<file path="src/rtl/pc_fetch_unit.sv">
// Program counter and instruction fetch stage.
// Issues instruction memory requests over a req/ack handshake and presents
// fetched words to decode through an output slot backed by a one-entry skid
// buffer. A taken branch redirects the PC, kills younger work and pulses flush.
module pc_fetch_unit #(
   parameter logic [31:0] RESET_PC  = 32'h0000_0000,
   parameter logic [31:0] NOP_INSTR = 32'h0000_0013
) (
   input  logic        clk,
   input  logic        rst_n,
   input  logic        br_valid,
   input  logic        should_branch,
   input  logic [31:0] br_target,
   input  logic        stall,
   output logic        imem_req,
   output logic [31:0] imem_addr,
   input  logic        imem_ack,
   input  logic [31:0] imem_rdata,
   output logic        if_valid,
   output logic [31:0] if_pc,
   output logic [31:0] if_instr,
   output logic        flush
);

   typedef enum logic [1:0] {
      ST_IDLE  = 2'd0,
      ST_FETCH = 2'd1,
      ST_WAIT  = 2'd2,
      ST_DRAIN = 2'd3
   } state_t;

   state_t      state_q, state_d;
   logic [31:0] pc_q, pc_d;
   logic [31:0] req_addr_q, req_addr_d;
   logic        if_valid_q, if_valid_d;
   logic [31:0] if_pc_q, if_pc_d;
   logic [31:0] if_instr_q, if_instr_d;
   logic        skid_valid_q, skid_valid_d;
   logic [31:0] skid_pc_q, skid_pc_d;
   logic [31:0] skid_instr_q, skid_instr_d;
   logic        flush_q, flush_d;

   logic        redirect;
   logic        consume;
   logic [31:0] pc_plus4;
   logic [31:0] target_aligned;

   assign redirect       = br_valid & should_branch;
   assign consume        = if_valid_q & ~stall;
   assign pc_plus4       = pc_q + 32'd4;
   assign target_aligned = br_target & ~32'h0000_0003;

   // State register and all datapath flops, cleared asynchronously by rst_n.
   always_ff @(posedge clk or negedge rst_n) begin
      if (!rst_n) begin
         state_q      <= ST_IDLE;
         pc_q         <= RESET_PC;
         req_addr_q   <= RESET_PC;
         if_valid_q   <= 1'b0;
         if_pc_q      <= 32'h0000_0000;
         if_instr_q   <= NOP_INSTR;
         skid_valid_q <= 1'b0;
         skid_pc_q    <= 32'h0000_0000;
         skid_instr_q <= NOP_INSTR;
         flush_q      <= 1'b0;
      end else begin
         state_q      <= state_d;
         pc_q         <= pc_d;
         req_addr_q   <= req_addr_d;
         if_valid_q   <= if_valid_d;
         if_pc_q      <= if_pc_d;
         if_instr_q   <= if_instr_d;
         skid_valid_q <= skid_valid_d;
         skid_pc_q    <= skid_pc_d;
         skid_instr_q <= skid_instr_d;
         flush_q      <= flush_d;
      end
   end

   // Next-state and slot update logic; a taken redirect overrides everything.
   always_comb begin
      state_d      = state_q;
      pc_d         = pc_q;
      req_addr_d   = req_addr_q;
      if_valid_d   = if_valid_q;
      if_pc_d      = if_pc_q;
      if_instr_d   = if_instr_q;
      skid_valid_d = skid_valid_q;
      skid_pc_d    = skid_pc_q;
      skid_instr_d = skid_instr_q;
      flush_d      = 1'b0;

      if (consume) begin
         if_valid_d = 1'b0;
      end

      case (state_q)
         ST_IDLE: begin
            state_d    = ST_FETCH;
            req_addr_d = pc_q;
         end
         ST_FETCH: begin
            if (imem_ack) begin
               pc_d       = pc_plus4;
               req_addr_d = pc_plus4;
               if (!if_valid_q || consume) begin
                  if_valid_d = 1'b1;
                  if_pc_d    = req_addr_q;
                  if_instr_d = imem_rdata;
               end else begin
                  skid_valid_d = 1'b1;
                  skid_pc_d    = req_addr_q;
                  skid_instr_d = imem_rdata;
                  state_d      = ST_WAIT;
               end
            end
         end
         ST_WAIT: begin
            if (consume) begin
               if_valid_d   = skid_valid_q;
               if_pc_d      = skid_pc_q;
               if_instr_d   = skid_instr_q;
               skid_valid_d = 1'b0;
               req_addr_d   = pc_q;
               state_d      = ST_FETCH;
            end
         end
         ST_DRAIN: begin
            if (imem_ack) begin
               req_addr_d = pc_q;
               state_d    = ST_FETCH;
            end
         end
         default: begin
            state_d = ST_IDLE;
         end
      endcase

      if (redirect) begin
         pc_d         = target_aligned;
         if_valid_d   = 1'b0;
         if_instr_d   = NOP_INSTR;
         skid_valid_d = 1'b0;
         flush_d      = 1'b1;
         if ((state_q == ST_FETCH || state_q == ST_DRAIN) && !imem_ack) begin
            // An outstanding request must complete on its stale address first.
            state_d = ST_DRAIN;
         end else begin
            state_d    = ST_FETCH;
            req_addr_d = target_aligned;
         end
      end
   end

   // Output decode: requests are only on the bus while fetching or draining.
   always_comb begin
      imem_req  = (state_q == ST_FETCH) || (state_q == ST_DRAIN);
      imem_addr = req_addr_q;
      if_valid  = if_valid_q;
      if_pc     = if_pc_q;
      if_instr  = if_instr_q;
      flush     = flush_q;
   end

endmodule

</file>
<file path="config.mk">
export PLATFORM = sky130hd
export DESIGN_NAME = pc_fetch_unit
export DESIGN_NICKNAME = d
export VERILOG_FILES = /design/src/rtl/pc_fetch_unit.sv
export SDC_FILE = /design/constraint.sdc
export NUM_CORES = 1
export LEC_CHECK = 0
export CAP_MARGIN = 20
export CORE_UTILIZATION = 48
export CTS_BUF_LIST = sky130_fd_sc_hd__clkbuf_16
export DETAILED_ROUTE_END_ITERATION = 16
export PLACE_DENSITY_LB_ADDON = 0.25
export SYNTH_ARGS = -nofsm -noshare
export SYNTH_HDL_FRONTEND = slang
export SYNTH_SLANG_ARGS = --single-unit
</file>
<file path="constraint.sdc">
create_clock -name clk -period 2.35 [get_ports clk]
set_clock_uncertainty 0.1 [all_clocks]
set_input_delay 0.47 -clock clk [delete_from_list [all_inputs] [get_ports clk]]
set_output_delay 0.47 -clock clk [all_outputs]
set_load 0.1 [all_outputs]
</file>
### After elaboration in Yosys (flattened, before gate mapping)

Cells that the tools add are included.

| word-level totals | value |
|---|---|
| bits in registers | 197 |
| bits in latches | 0 |
| bits in writable memories | 0 |
| bits in read-only memories | 0 |
| input bits | 70 |
| output and inout port bits | 99 |
| memories kept | 0 |

| cells by class | value |
|---|---|
| $add $sub $neg | 1 |
| multiply operators | 0 |
| div/mod/pow operators | 0 |
| order comparisons | 0 |
| equality and inequality tests | 11 |
| shift-type cells | 0 |
| mux-type cells | 37 |
| bitwise operators | 4 |
| reductions and logical operators | 16 |

Operators with widths:

| operator | count |
|---|---|
| $mux 32 | 15 |
| $pmux 32 s2 | 2 |
| $pmux 32 s4 | 1 |
| $add 32x3->32 const B | 1 |
| $reduce_and 4->1 | 4 |
| $ne 3x3->1 const B | 5 |
| $mux 2 | 6 |
| $mux 1 | 10 |
| $pmux 2 s4 | 1 |
| $ne 2x2->1 const B | 3 |
| $reduce_bool 2->1 | 3 |
| $eq 2x2->1 const B | 2 |
| $pmux 1 s2 | 2 |
| $reduce_and 3->1 | 1 |
| $reduce_bool 3->1 | 1 |
| $and 1x1->1 | 2 |
| $eq 2x1->1 const B | 1 |
| $logic_not 1->1 | 2 |
| $logic_not 2->1 | 1 |
| $logic_or 1x1->1 | 2 |
| $not 1->1 | 2 |
| $reduce_and 2->1 | 1 |
| $logic_and 1x1->1 | 1 |

### Longest topological paths before layout

Gate-level depths: netlist of the first run.

| depth | value |
|---|---|
| word-level depth | 7 |
| depth in mapped cells | 11 |

### Worst setup path after synthesis of the first run

OpenSTA, ideal clock, no wires.

| path | value |
|---|---|
| path kind | register -> register |
| from | register if_valid_q, in the netlist if_valid |
| to | register req_addr_q[16], in the netlist imem_addr[16] |
| library setup time | 0.137 ns |
| arrival | 2.125 ns |
| required time | 2.113 ns |
| setup slack | -0.012 ns |
| stages on the path, launching flop included | 7 |
| period minus slack after synthesis | 2.362 ns |
| cells stage by stage | dfrtp_1 -> nor2b_1 -> o21ai_1 -> and2_1 -> buf_2 -> a222oi_1 -> a21oi_1 |

| between the ends | value |
|---|---|
| word-level cells in the longest chain between the ends | 5 |

RTL lines:

| item | RTL line | RTL |
|---|---|---|
| start, declared | 35 | `logic if_valid_q, if_valid_d;` |
| start signal, assigned | 70 | `if_valid_q <= if_valid_d;` |
| $and 1x1->1 * | 49 | `assign consume = if_valid_q & ~stall;` |
| $mux 32 * | 119 | `if (consume) begin` |
| $pmux 32 s4 * | 97 | `case (state_q)` |
| $mux 32 | 145 | `if ((state_q == ST_FETCH \|\| state_q == ST_DRAIN) && !imem_ack) begin` |
| $mux 32 * | 139 | `if (redirect) begin` |
| via req_addr_d[16] | 34 | `logic [31:0] req_addr_q, req_addr_d;` |
| end signal, assigned | 69 | `req_addr_q <= req_addr_d;` |
| end, declared | 34 |  |

The timed path passes the listed nets; every way through them passes the cells marked *.
A chain may end at the register's enable or synchronous reset.

### Worst setup path in the final report of the first run

| path | value |
|---|---|
| from | register state_q[1] |
| to | output imem_req |

| between the ends | value |
|---|---|
| word-level cells in the longest chain between the ends | 2 |
| elaborated cells on any way between the ends | 3 |
| classes of those cells | eq/ne (2); reduce/logical (1) |

RTL lines:

| item | RTL line | RTL |
|---|---|---|
| start, declared | 32 | `state_t state_q, state_d;` |
| start signal, assigned | 67 | `state_q <= state_d;` |
| $eq 2x1->1 / $eq 2x2->1 (equally long branches) | 157 | `imem_req = (state_q == ST_FETCH) \|\| (state_q == ST_DRAIN);` |
| $logic_or 1x1->1 * | 157 |  |
| end, declared | 15 | `output logic imem_req,` |

Every way passes the cells marked *; elsewhere a longest branch is shown, timed or not.

==> impl_metrics.toml, run 1 <==
[timing]
relSlewSlack_pct = 64.18
maxSlewViolCount = 0
hold_viol_final = 0
clock.fmax_mhz = 440.4
period_share_pct = 96.63
worst_pin_slew_ps = 537.3
setup_slack_ps = 79.30
rsz0062_at_grt = "no"
period_needed_ps = 2271
setup_violations = 0

[logic_synthesis]
yosys.area.top_type = "dfrtp_1"
syn_avg_cell_area_um2 = 10.43
ys_types = 63
mappedNetlistNets = 998
yosys_warnings = 0
ys_seq_elements = 195
post-synth-top-count-cell = "dfrtp_1"
ys.flop_type = "dfrtp_1"
ys_top_cells_by_count = "dfrtp_1, nor2_1, nand2_1"
synth_edf_count = 0
synth_top_area_share_pct = 49.13
synth_area_mm2 = 0.009627
syn_inst = 923
synth_area_leaders = "dfrtp_1, mux2_2, mux2i_1"
yosysSeqAreaShare_pct = 50.77
synthArstFlopShare_pct = 100.0

[placement]
routabilityCongestion = 0.8695
hpwl_um = 17300
port_buffers = 166
pre_cts_slack_ps = -24.69
dp.cells = 1341

[clock_tree]
cts_root_buffer = "clkbuf_16"
clk_pin_slew_ps = 70
cts_setup_buffers = 0
clockBufferDepth = 2
cts_tree = "done"
htree_levels = 4
cts_buffers = 17
cts.sinks = 195
clk_latency_ps = 430

[global_route]
grt_max_degree = 63
antenna_found_initial = 0
grt_pass1_wl_um = 39700
overflow = 0
grt_usage_pct = 25.19
grt_pass1_vias = 7530

[setup_path]
crit_path_start_kind = "register"
crit_arrival_ps = 1700
r2r_slack_ps = 160
r2r_start = "pc_q[3]"
worstSetupEndpointType = "primary output"
reg2regPathDepth = 6
reg2reg_to = "imem_addr[16]"
crit_type = "reg2out"
crit_required_ps = 1780
path_max_fanout = 9

[cells_and_area]
fin_nets = 1171
fill_cells = 1613
final_cells = 1375
syn2layout_area_growth_pct = 28.28
drive_gt1_share_pct = 25.88

[detailed_routing]
first_iter_violations = 518
route.vias.total = 7677
drt_wl_total_um = 24710
via_per_inst = 5.583
drc_errors = 0
wire_per_inst_um = 17.97
drtPass1Iterations = 5
ant_nets = 0

[floorplan]
io_pins = 169
die_w_um = 143.6
die-area_mm2 = 0.02063
start_util_pct = 49.14
num_rows = 51
floorplan.core_area_mm2 = 0.01959
fp.dieH_um = 143.6

[hold_path]
holdCritPathClass = "reg2reg"
min_to = "skid_pc_q[15]"
hp-start = "skid_pc_q[15]"
min_path_cells = 1

[status]
status = "complete, no violations"

[job]
max-cap-violations = 0
[cell families (layout without fill, tap and decap cells)]
| family | after synthesis | count (layout) | synth area share (%) |
|---|---|---|---|
| mux | 128 | 128 | 14.14 |
| compound gates | 215 | 215 | 14.10 |
| flops | 195 | 195 | 50.77 |
| simple gates | 263 | 263 | 13.39 |
| other cells | 0 | 1 | 0 |
| buf+inv | 81 | 267 | 3.678 |
| xor+xnor | 36 | 36 | 3.275 |
| fa+ha+maj | 5 | 5 | 0.6499 |
[flip-flops by register name (all words and copies together) (netlist names)]
register,count
state_q,2
skid_valid_q,1
imem_addr,32
skid_instr_q,32
pc_q,30
if_valid,1
if_instr,32
flush,1
skid_pc_q,32
if_pc,32
[cells in the final DEF (no fill, tap or decap), types with 5 or more instances in the layout]
cell type | Yosys | routed
nand4_1 | 14 | 14
or2_2 | 5 | 5
buf_12 | 0 | 14
nand2_1 | 65 | 65
inv_1 | 9 | 9
clkdlybuf4s50_1 | 0 | 66
dfrtp_1 | 189 | 187
mux2_2 | 64 | 64
a221oi_1 | 8 | 8
a31oi_1 | 14 | 14
and4_1 | 5 | 5
xor2_1 | 18 | 18
nand3_1 | 18 | 17
and2_1 | 5 | 5
nor3_1 | 8 | 8
mux2i_1 | 64 | 64
a21oi_1 | 63 | 63
and3_1 | 9 | 9
dfstp_2 | 6 | 6
a211oi_1 | 31 | 31
buf_4 | 5 | 144
clkbuf_16 | 0 | 17
o21ai_0 | 50 | 50
xnor2_1 | 18 | 18
a22oi_1 | 6 | 6
nor2_1 | 106 | 106
[worst max-delay path, cell delays in order, from the launching register on]
cell and delay, ps:
dfrtp_2 410, inv_1 70, ha_2 230, or2_2 360, buf_12 180
[metal layers]
layer	track usage, %	vias to the layer above	part of all wire (%)
met1	34.52	3755	46
met3	5.265	33	6.1
met5	0	-	0
li1	-	3648	-
met4	9.295	0	2.0
met2	39.35	241	46
[final cells by class]
cell class                 count  area, µm²  share of cell area, %
clock buffer                  17      425.4                  3.445
multi-input combinational    647       4428                  35.86
clock inverter                15      192.7                  1.560
timing repair buffer         226       2046                  16.57
antenna                        1      2.502                0.02026
tap                          265      331.6                  2.685
sequential                   195       4890                  39.59
inverter                       9      33.78                 0.2736
[worst max-delay path by stage]
stage	startpoint	cells after the start	slack [ps]	endpoint
2_1_floorplan	pc_q[2]	6	150	imem_addr[16]
3_3_place_gp	imem_ack	7	30	imem_addr[13]
3_5_place_dp	imem_ack	6	-20	if_instr[17]
4_1_cts	state_q[1]	4	20	imem_req
5_1_grt	state_q[1]	8	1	imem_addr[17]
6_report	state_q[1]	4	80	imem_req
[what timing repair did]
item | in CTS | in global routing
gates resized for setup | 1 | 2
hold buffers | 1 | 0
hold endpoints to repair | 51 | 0
cloned | 0 | 0
setup endpoints to repair | 1 | 5
[per-stage QoR]
stage	hold slack (ps)	setup TNS, ps	area, µm²	util (%)
2_1_floorplan	74.41	0	9628	-
3_5_place_dp	393.3	-75.75	11710	59.77
3_3_place_gp	386.0	0	11710	59.77
6_report	408.8	0	12350	63.04
5_1_grt	419.4	0	12350	63.03
4_1_cts	409.0	0	12340	62.99
Power of run 1 is left out: the tool's default activity adds up to more than one toggle a clock period on the data nets, which glitch-free logic cannot reach.
==> run 2: changes to the inputs <==
--- a/config.mk
+++ b/config.mk
@@ -8,6 +8,7 @@
 export CAP_MARGIN = 20
 export CORE_UTILIZATION = 48
 export CTS_BUF_LIST = sky130_fd_sc_hd__clkbuf_16
+export CTS_CLUSTER_DIAMETER = 100
 export DETAILED_ROUTE_END_ITERATION = 16
 export PLACE_DENSITY_LB_ADDON = 0.25
 export SYNTH_ARGS = -nofsm -noshare
==> constraint.sdc (replaced) <==
create_clock -name clk -period 2 [get_ports clk]
set_clock_uncertainty 0.1 [all_clocks]
set_input_delay 0.4 -clock clk [delete_from_list [all_inputs] [get_ports clk]]
set_output_delay 0.4 -clock clk [all_outputs]
set_load 0.1 [all_outputs]
==> run 2 against run 1 <==
The flow now finishes with violations (setup timing). Hold slack worse by 110 ps. Register-to-register slack worse by 220 ps. Global-route usage up 1.4 points. Highest routed layer unchanged. Worst setup slack worse by 160 ps. Largest cell class unchanged. Count of clock-buffer cells in the layout unchanged. Final cell count up 6.2%. Non-clock buffer count up 85. Die area unchanged. Sequential share of layout area down 5.6 points. First-iteration DRC count up 37%. Routed wire length up 16%.
==> impl_metrics.toml, run 2 (same netlist as run 1, synthesis figures left out) <==
[hold_path]
holdCritPathClass = "in2async"

[setup_path]
crit_path_start_kind = "register"
critPathTopFamily = "flip-flops"
crit_required_ps = 1500
cp_num_buf_inv = 2
crit_type = "reg2out"
crit_arrival_ps = 1580
crit_chain = "buf_6 -> ha_4 -> or2_4 -> buf_12"
crit_path_end = "imem_req"
r2r_start = "state_q[1]"
r2r_slack_ps = -60
startpoint = "state_q[1]"
path_depth = 4
critPathMaxStageDelay_ps = 410
path_max_fanout = 4
reg2reg_to = "imem_addr[17]"
cp_slowest_cell = "dfrtp_1"
worstSetupEndpointType = "primary output"
reg2regPathDepth = 9

[clock_tree]
cts.sinks = 195
clk_pin_slew_ps = 90
cts_tree = "done"
cts_buffers = 17
htree_levels = 4
clockBufferDepth = 2
clk_latency_ps = 440
cts_root_buffer = "clkbuf_16"

[placement]
pre_cts_slack_ps = -257.3
dp.cells = 1388
hpwl_um = 18210
routabilityCongestion = 0.9341
port_buffers = 166

[floorplan]
io_pins = 169
die-area_mm2 = 0.02063
fp.dieH_um = 143.6
num_rows = 51
floorplan.core_area_mm2 = 0.01959
die_w_um = 143.6
start_util_pct = 49.14

[timing]
setup_slack_ps = -78.73
setup_violations = 52
rsz0062_at_grt = "yes"
clock.fmax_mhz = 481.1
relSlewSlack_pct = 70.27
period_needed_ps = 2079
worst_pin_slew_ps = 446.0
tns_ps = -1536
hold_viol_final = 0
period_share_pct = 103.9
maxSlewViolCount = 0

[status]
status = "complete, but fails checks"
violations = "setup timing"

[job]
max-cap-violations = 0

[global_route]
overflow = 0
grt_pass1_vias = 8096
antenna_found_initial = 1
grt_max_degree = 57
grt_usage_pct = 26.63
grt_pass1_wl_um = 42210

[cells_and_area]
diodes = 0
drive_gt1_share_pct = 35.40
syn2layout_area_growth_pct = 49.43
fin_nets = 1257
final_cells = 1460
layout_common_cells = "dfrtp_1, buf_4, nor2_1"
final_common_cell = "dfrtp_1"

[detailed_routing]
ant_nets = 0
drc_errors = 0
drtPass1Iterations = 6
via_per_inst = 5.794
first_iter_violations = 712
drt_wl_total_um = 28580
wire_per_inst_um = 19.57
route.vias.total = 8459

[pwr]
ir_worst_vdd_mv = 1.405
p_per_area_mw_per_mm2 = 1926
cellLeakagePower_nw = 6.145
-- run 2: cell types whose count changed in the layout (fill, tap and decap cells not counted), sizes merged --
| cell | previous run | this run |
|---|---|---|
| buf | 158 | 236 |
| bufinv | 3 | 1 |
| clkbuf | 18 | 25 |
| clkinv | 3 | 4 |
| diode | 1 | 0 |
| inv | 17 | 18 |
| o221a | 1 | 2 |
-- run 2: through the flow --
stage | hold WS, ps | util (%) | area [µm²] | power [mW]
global placement | 208.4 | 65.94 | 12920 | 22.76
detailed placement | 214.2 | 65.94 | 12920 | 23.05
floorplan | 4.409 | - | 9697 | 17.27
CTS | 311.2 | 70.31 | 13770 | 27.01
global route | 307.3 | 73.43 | 14390 | 28.80
finish | 303.2 | 73.43 | 14390 | 27.70
-- run 2: worst reg2reg max path, stage by stage, from the launching register on --
cell and delay, ps:
dfrtp_1 400, inv_2 70, ha_4 170, buf_4 150
o21bai_4 160, o21ai_4 100, buf_4 200, a21o_1 230
nor4_2 290, a211oi_2 70
-- run 2: how the worst min path moves through the flow --
stage / start / to / slack [ps] / cells after the start
detailed placement: rst_n / if_instr[25] / 210 / 1
CTS: rst_n / skid_instr_q[24] / 310 / 2
floorplan: rst_n / flush / 4 / 0
global route: rst_n / if_instr[25] / 310 / 2
global placement: rst_n / if_instr[25] / 210 / 1
finish: rst_n / if_instr[25] / 300 / 2
-- run 2: final cells by class --
cell class                 count  area (µm²)
sequential                   195        4895
inverter                       9       38.79
clock buffer                  17       425.4
multi-input combinational    648        4742
tap                          265       331.6
fill                        1314        5205
clock inverter                15       181.4
timing repair buffer         311        3771
-- run 2: power by group --
group / internal, mW / leakage [nW] / switching [mW]
clock: 1.81 / 0.296 / 1.73
sequential: 5.67 / 2.37 / 1.61
combinational: 6.21 / 3.48 / 10.7
total: 13.7 / 6.14 / 14.0
-- run 2: what timing repair did --
item	4_1_cts	5_1_grt
endpoints found under the hold margin	23	0
setup endpoints to repair	38	117
resized for setup	30	74
buffers inserted	9	18
hold buffers	1	0
gates cloned	3	9
pin swaps	11	29
-- run 2: metal layers --
| layer | GRT usage [%] | up-vias | routed length [µm] |
|---|---|---|---|
| li1 | - | 3851 | - |
| met1 | 35.78 | 4156 | 11870 |
| met2 | 42.87 | 379 | 13950 |
| met3 | 5.132 | 73 | 1939 |
| met4 | 9.742 | 0 | 824 |
| met5 | 0 | - | 0 |
Power figures use the tool's default switching activity.
